$ cat config.mk
export PLATFORM = sky130hd
export DESIGN_NAME = monopix2_ro_emulator
export DESIGN_NICKNAME = d
export VERILOG_FILES = /design/src/rtl/monopix2_emu_pkg.sv /design/src/rtl/hit_fifo.sv /design/src/rtl/monopix2_ro_emulator.sv
export SDC_FILE = /design/constraint.sdc
export NUM_CORES = 2
export LEC_CHECK = 0
export CAP_MARGIN = 20
export CORE_UTILIZATION = 39
export DETAILED_ROUTE_END_ITERATION = 6
export HOLD_SLACK_MARGIN = 0.05
export PLACE_DENSITY = 0.63
export SYNTH_ARGS = -nofsm -noshare
export SYNTH_HDL_FRONTEND = slang
export SYNTH_SLANG_ARGS = --single-unit
$ cat constraint.sdc
create_clock -name ClkOut -period 4.1 [get_ports ClkOut]
set_input_delay 0.82 -clock ClkOut [delete_from_list [all_inputs] [get_ports ClkOut]]
set_output_delay 0.82 -clock ClkOut [all_outputs]
set_load 0.05 [all_outputs]
$ cat src/rtl/monopix2_emu_pkg.sv
// Shared definitions for the LF-Monopix2 end-of-column readout emulator.
//   ro_state_e : readout FSM states
//   HitWidth   : serial hit word length
//   *W / *Lsb  : hit word field widths and bit offsets (col, row, te, le; MSB to LSB)
package monopix2_emu_pkg;

  typedef enum logic [1:0] {
    StIdle,
    StFrozen,
    StShift,
    StDrain
  } ro_state_e;

  localparam int unsigned HitWidth = 27;

  localparam int unsigned ColW = 6;
  localparam int unsigned RowW = 9;
  localparam int unsigned TeW  = 6;
  localparam int unsigned LeW  = 6;

  localparam int unsigned LeLsb  = 0;
  localparam int unsigned TeLsb  = LeLsb + LeW;
  localparam int unsigned RowLsb = TeLsb + TeW;
  localparam int unsigned ColLsb = RowLsb + RowW;

endpackage

$ cat src/rtl/hit_fifo.sv
// Single-clock first-word-fall-through hit buffer.
// Ports:
//   clk_i, rst_ni     : clock, asynchronous active-low reset (empties the buffer)
//   push_i, wdata_i   : enqueue request and word; ignored while full
//   pop_i             : dequeue the head word; ignored while empty
//   rdata_o           : current head word (valid whenever not empty)
//   full_o, empty_o   : occupancy flags
//   count_o           : occupancy, 0..Depth
module hit_fifo #(
  parameter int unsigned Depth = 64,
  parameter int unsigned Width = 27
) (
  input  logic                   clk_i,
  input  logic                   rst_ni,
  input  logic                   push_i,
  input  logic [Width-1:0]       wdata_i,
  input  logic                   pop_i,
  output logic [Width-1:0]       rdata_o,
  output logic                   full_o,
  output logic                   empty_o,
  output logic [$clog2(Depth):0] count_o
);

  localparam int unsigned PtrW = $clog2(Depth);
  localparam int unsigned CntW = PtrW + 1;

  logic [Width-1:0] mem_q [Depth];
  logic [PtrW-1:0]  wptr_q, wptr_d;
  logic [PtrW-1:0]  rptr_q, rptr_d;
  logic [CntW-1:0]  count_q, count_d;
  logic             push_ok, pop_ok;

  assign full_o  = (count_q == CntW'(Depth));
  assign empty_o = (count_q == '0);
  assign count_o = count_q;
  assign rdata_o = mem_q[rptr_q];

  assign push_ok = push_i & ~full_o;
  assign pop_ok  = pop_i & ~empty_o;

  // Pointers wrap naturally because Depth is a power of two.
  always_comb begin
    wptr_d  = wptr_q + PtrW'(push_ok);
    rptr_d  = rptr_q + PtrW'(pop_ok);
    count_d = count_q + CntW'(push_ok) - CntW'(pop_ok);
  end

  always_ff @(posedge clk_i or negedge rst_ni) begin
    if (!rst_ni) begin
      wptr_q  <= '0;
      rptr_q  <= '0;
      count_q <= '0;
    end else begin
      wptr_q  <= wptr_d;
      rptr_q  <= rptr_d;
      count_q <= count_d;
    end
  end

  // Storage needs no reset: only entries between the pointers are ever observed.
  always_ff @(posedge clk_i) begin
    if (push_ok) begin
      mem_q[wptr_q] <= wdata_i;
    end
  end

endmodule

$ cat src/rtl/monopix2_ro_emulator.sv
// Chip-side emulator of the LF-Monopix2 end-of-column readout.
// Buffers injected hits, raises TokOut, follows the DAQ Freeze/Read handshake and
// serialises each hit MSB-first on DataOut.
// Ports:
//   ClkOut, nRst         : readout clock, asynchronous active-low reset
//   HIT_DATA, HIT_VALID  : hit injection; accepted when HIT_VALID & HIT_READY
//   HIT_READY            : buffer not full
//   Freeze, Read         : DAQ freeze request and read strobe (sampled levels)
//   TokOut               : hits available (occupancy in idle, frame count while frozen)
//   DataOut              : serial hit data
//   HIT_COUNT            : buffer occupancy
//   READ_ERR             : sticky protocol-violation flag, cleared only by reset
module monopix2_ro_emulator
  import monopix2_emu_pkg::*;
#(
  parameter int unsigned DEPTH     = 64,
  parameter int unsigned HIT_WIDTH = HitWidth
) (
  input  logic                   ClkOut,
  input  logic                   nRst,
  input  logic [HIT_WIDTH-1:0]   HIT_DATA,
  input  logic                   HIT_VALID,
  output logic                   HIT_READY,
  input  logic                   Freeze,
  input  logic                   Read,
  output logic                   TokOut,
  output logic                   DataOut,
  output logic [$clog2(DEPTH):0] HIT_COUNT,
  output logic                   READ_ERR
);

  localparam int unsigned CntW    = $clog2(DEPTH) + 1;
  localparam int unsigned BitCntW = $clog2(HIT_WIDTH);

  ro_state_e              state_q, state_d;
  logic [CntW-1:0]        frozen_cnt_q, frozen_cnt_d;
  logic [BitCntW-1:0]     bit_cnt_q, bit_cnt_d;
  logic [HIT_WIDTH-1:0]   shreg_q, shreg_d;
  logic                   dout_q, dout_d;
  logic                   tok_q, tok_d;
  logic                   err_q, err_d;

  logic                   push, pop;
  logic                   fifo_full, fifo_empty;
  logic [HIT_WIDTH-1:0]   fifo_head;
  logic [CntW-1:0]        occupancy;

  assign push      = HIT_VALID & ~fifo_full;
  assign HIT_READY = ~fifo_full;
  assign HIT_COUNT = occupancy;
  assign TokOut    = tok_q;
  assign DataOut   = dout_q;
  assign READ_ERR  = err_q;

  hit_fifo #(
    .Depth (DEPTH),
    .Width (HIT_WIDTH)
  ) u_hit_fifo (
    .clk_i   (ClkOut),
    .rst_ni  (nRst),
    .push_i  (push),
    .wdata_i (HIT_DATA),
    .pop_i   (pop),
    .rdata_o (fifo_head),
    .full_o  (fifo_full),
    .empty_o (fifo_empty),
    .count_o (occupancy)
  );

  always_comb begin
    state_d      = state_q;
    frozen_cnt_d = frozen_cnt_q;
    bit_cnt_d    = bit_cnt_q;
    shreg_d      = shreg_q;
    dout_d       = 1'b0;
    err_d        = err_q;
    pop          = 1'b0;
    tok_d        = 1'b0;

    unique case (state_q)
      StIdle: begin
        if (Freeze) begin
          state_d      = StFrozen;
          // A push on the freezing edge belongs to this frame.
          frozen_cnt_d = occupancy + CntW'(push);
        end
      end

      StFrozen: begin
        if (!Freeze) begin
          state_d = StIdle;
        end else if (Read) begin
          if ((frozen_cnt_q != '0) && !fifo_empty) begin
            pop          = 1'b1;
            shreg_d      = fifo_head;
            frozen_cnt_d = frozen_cnt_q - 1'b1;
            bit_cnt_d    = BitCntW'(HIT_WIDTH - 1);
            state_d      = StShift;
          end else begin
            err_d = 1'b1;
          end
        end
      end

      StShift: begin
        // DataOut is registered, so the MSB leaves one edge after the pop.
        dout_d  = shreg_q[HIT_WIDTH-1];
        shreg_d = shreg_q << 1;
        if (Read) begin
          err_d = 1'b1;
        end
        if (bit_cnt_q == '0) begin
          state_d = Freeze ? StFrozen : StDrain;
        end else begin
          bit_cnt_d = bit_cnt_q - 1'b1;
        end
      end

      StDrain: begin
        state_d = StIdle;
      end

      default: begin
        state_d = StIdle;
      end
    endcase

    // Token follows the state being entered: occupancy when idle, frame count when
    // frozen, and forced low across the drain gap.
    unique case (state_d)
      StIdle:            tok_d = (occupancy != '0);
      StFrozen, StShift: tok_d = (frozen_cnt_d != '0);
      StDrain:           tok_d = 1'b0;
      default:           tok_d = 1'b0;
    endcase
  end

  always_ff @(posedge ClkOut or negedge nRst) begin
    if (!nRst) begin
      state_q      <= StIdle;
      frozen_cnt_q <= '0;
      bit_cnt_q    <= '0;
      shreg_q      <= '0;
      dout_q       <= 1'b0;
      tok_q        <= 1'b0;
      err_q        <= 1'b0;
    end else begin
      state_q      <= state_d;
      frozen_cnt_q <= frozen_cnt_d;
      bit_cnt_q    <= bit_cnt_d;
      shreg_q      <= shreg_d;
      dout_q       <= dout_d;
      tok_q        <= tok_d;
      err_q        <= err_d;
    end
  end

endmodule

==> metrics.md <==
| Metric | Value |
|---|---|
| Post-synth top cells | `edfxtp_1, mux4_2, mux2i_1, nor2_1, a21oi_1` |
| Grt total ovfl | `0` |
| Total GRT Usage | `18.65%` |
| Cell taking the most area after synthesis | `edfxtp_1` |
| CTS resizes | `0` |
| Crit path required time | `3.28 ns` |
| Vias | `33260` |
| Area share of the largest cell type after synthesis | `between 70% and 80%` |
| Final Hold Viols | `0` |
| Drt pass-1 iters | `7` |
| Post-synthesis sequential area ratio | `77.10%` |
| Critical Path AT | `between 2 and 3 ns` |
| Initial Utilization | `39.33%` |
| Syn Nets | `3225` |
| Fmax | `285.0 MHz` |
| CTS tree | `done` |
| Initial drt markers | `about 3800` |
| RSZ-0062 raised after global routing | `no` |
| Clk buf depth | `3` |
| Synth Area per Inst | `21.88 µm²` |
| Pre-CTS setup slack | `0.5718 ns` |
| Via/cell ratio | `between 5 and 6` |
| Cells after Synth | `3169` |
| Io pins | `43` |
| Worst Max-Slew Pin Slew | `1.096 ns` |
| Clock-pin slew on the worst setup and hold paths | `about 0.06 ns` |
| Post-synth ARST share | `between 3 and 4%` |
| GPL Wtd Cong | `0.8224` |
| Netlist cell types | `70` |
| Dominant synthesized flop cell | `edfxtp_1` |
| Cts bufs inserted | `173` |
| Die X | `423.7 µm` |
| Max VDD drop | `0.6305 mV` |
| EDFF count, synth | `1728` |
| CP Max Fanout | `6` |
| Initial antenna violation count | `8` |
| Vias in the first global route | `around 33000` |
| Clk root buf | `clkbuf_16` |
| Placed cells | `5573` |
| Number of port buffers | `42` |
| Final worst slack | `0.5917 ns` |
| Crit end category | `output pin` |
| Final ANT Viol Nets | `0` |
| Setup CP Type | `reg -> out` |
| Layout Nets | `3466` |
| Layout cell share with drive strength beyond 1 | `28.04%` |
| Tmin final | `3.508 ns` |
| Synthesized area | `around 69000 µm²` |
| Die Y | `423.7 µm` |
| Status | `finished, violations left` |
| Hpwl dp | `~97000 µm` |
| Area Growth Syn to Fin | `14.16%` |
| Clk_skew | `around 0.030 ns` |
| PD cells | `629.6 nW/µm²` |
| Max-Cap Viols | `0` |
| Fin area | `79160 µm²` |
| Post-DP Area | `73870 µm²` |
| Worst hold margin | `0.1688 ns` |
| Row count | `154` |
| Finished Layout Cells | `between 5000 and 6000` |
| Num Clock Sinks | `1791` |
| Clk_lat worst skew | `0.81 ns` |
| Final slew viol count | `0` |
| Most common cell in the netlist | `edfxtp_1` |
| Die area | `179500 µm²` |
| #FFs+latches synth | `1791` |
| First-pass GRT wire length | `240300 µm` |
| CTS Hold Buffers Added | `0` |
| Area contributors post-synth | `edfxtp_1, mux4_2, dfrtp_1` |
| Largest net degree at the start of global routing | `108` |
| Leakage | `25.10 nW` |
| Drt drc | `8` |
| Drt wl/cell | `28.53 µm` |
| YS warnings | `0` |
| Failing checks | `design-rule violations` |
| Routed wire length | `168000 µm` |
| Core Region | `176300 µm²` |
| Hold crit path type | `in -> async` |
| Worst Setup Start Kind | `register` |
| Rel. slew slack | `26.90%` |
| Final setup viols | `0` |
| Setup TNS | `0 ns` |
| H-Tree Depth | `4` |
| Fin crit share | `85.57%` |
| Setup bufs post-CTS | `0` |
==> worst max-delay path, cell delays in order (launching register included) <==
cell and delay, ns:
dfrtp_1 0.45, inv_1 0.10, ha_1 0.20, and4bb_4 0.24
nand2_1 0.10, clkdlybuf4s50_1 0.81
==> cell usage in the layout (no fill, tap or decap), types with 6 or more instances in the layout <==
cell	count
nor3_2	17
a22oi_1	53
nor2_2	18
nor2_4	49
a221oi_1	32
inv_1	24
clkinv_1	43
nand2_1	18
nand3_1	17
mux4_2	400
mux2i_1	141
edfxtp_1	1728
a22o_1	26
nor3_1	37
xor2_1	7
ha_1	23
dfrtp_1	60
mux2_2	27
o21ai_0	7
o2111ai_1	26
a21oi_1	87
xnor2_1	14
nand2b_1	6
clkinv_2	30
nor2b_1	8
clkbuf_16	175
buf_4	166
buf_12	34
nor2_1	43
o221ai_1	26
clkinv_8	6
o21ai_1	26
and2_1	7
buf_2	28
clkbuf_1	39
clkdlybuf4s50_1	14
==> cell families after synthesis <==
| kind of cell | Yosys count | synth area share (%) |
|---|---|---|
| muxes | 568 | 15.46 |
| and+or+nand+nor | 251 | 1.902 |
| AOI/OAI and AO/OA | 312 | 3.212 |
| buffers and inverters | 202 | 1.609 |
| adders and majority gates | 24 | 0.4439 |
| DFF | 1791 | 77.10 |
| xor gates and xnor gates | 21 | 0.2652 |
==> metrics by stage <==
stage | power, mW | util, %
2_1_floorplan | 30.74 | -
3_3_place_gp | 35.39 | 41.89
3_5_place_dp | 35.47 | 41.90
4_1_cts | 50.32 | 44.87
5_1_grt | 51.59 | 44.90
6_report | 49.84 | 44.90
==> where the power goes <==
| group | switching (mW) | internal, mW | total (mW) |
|---|---|---|---|
| sequential | 0.576 | 21.0 | 21.5 |
| clock | 6.72 | 8.20 | 14.9 |
| combinational | 7.48 | 5.89 | 13.4 |
==> final cells by class <==
| class | instances | area (µm²) |
|---|---|---|
| multi-input combinational | 1176 | 15190 |
| clock buffer | 215 | 4539 |
| inverter | 26 | 102.6 |
| clock inverter | 98 | 710.7 |
| timing repair buffer | 242 | 2207 |
| sequential | 1791 | 53480 |
| tap | 2340 | 2928 |
| fill | 14610 | 97140 |
| antenna | 2 | 5.005 |
==> state kept, by name, indices dropped and copies added (netlist names) <==
name / cells
DataOut: 1
READ_ERR: 1
TokOut: 1
bit_cnt_q: 5
frozen_cnt_q: 7
shreg_q: 27
state_q: 2
u_hit_fifo.count_o: 7
u_hit_fifo.mem_q: 1728
u_hit_fifo.rptr_q: 6
u_hit_fifo.wptr_q: 6
==> per-layer routing <==
metal / GRT usage [%] / routed length [µm]
met1: 26.60 / 71440
met2: 29.66 / 80580
met3: 3.179 / 12530
met4: 5.066 / 3479
met5: 0 / 13
==> worst paths after layout <==
kind                                                  from                                end  slack [ns]  cells after the start
setup / recovery           u_hit_fifo.count_o[2]$_DFF_PN0_                          HIT_READY        0.59                      5
setup reg to reg           u_hit_fifo.count_o[2]$_DFF_PN0_    u_hit_fifo.count_o[6]$_DFF_PN0_        0.71                     17
min in group ClkOut                            HIT_DATA[0]  u_hit_fifo.mem_q[19][0]$_DFFE_PP_        0.41                      1
hold reg to reg                       READ_ERR$_DFFE_PN0P_               READ_ERR$_DFFE_PN0P_        0.46                      1
hold / removal                                        nRst    u_hit_fifo.count_o[2]$_DFF_PN0_        0.17                      1
max in group asynchronous                             nRst            shreg_q[14]$_DFFE_PN0P_        3.09                      2
Note: power is estimated with default switching activity, not from simulation.
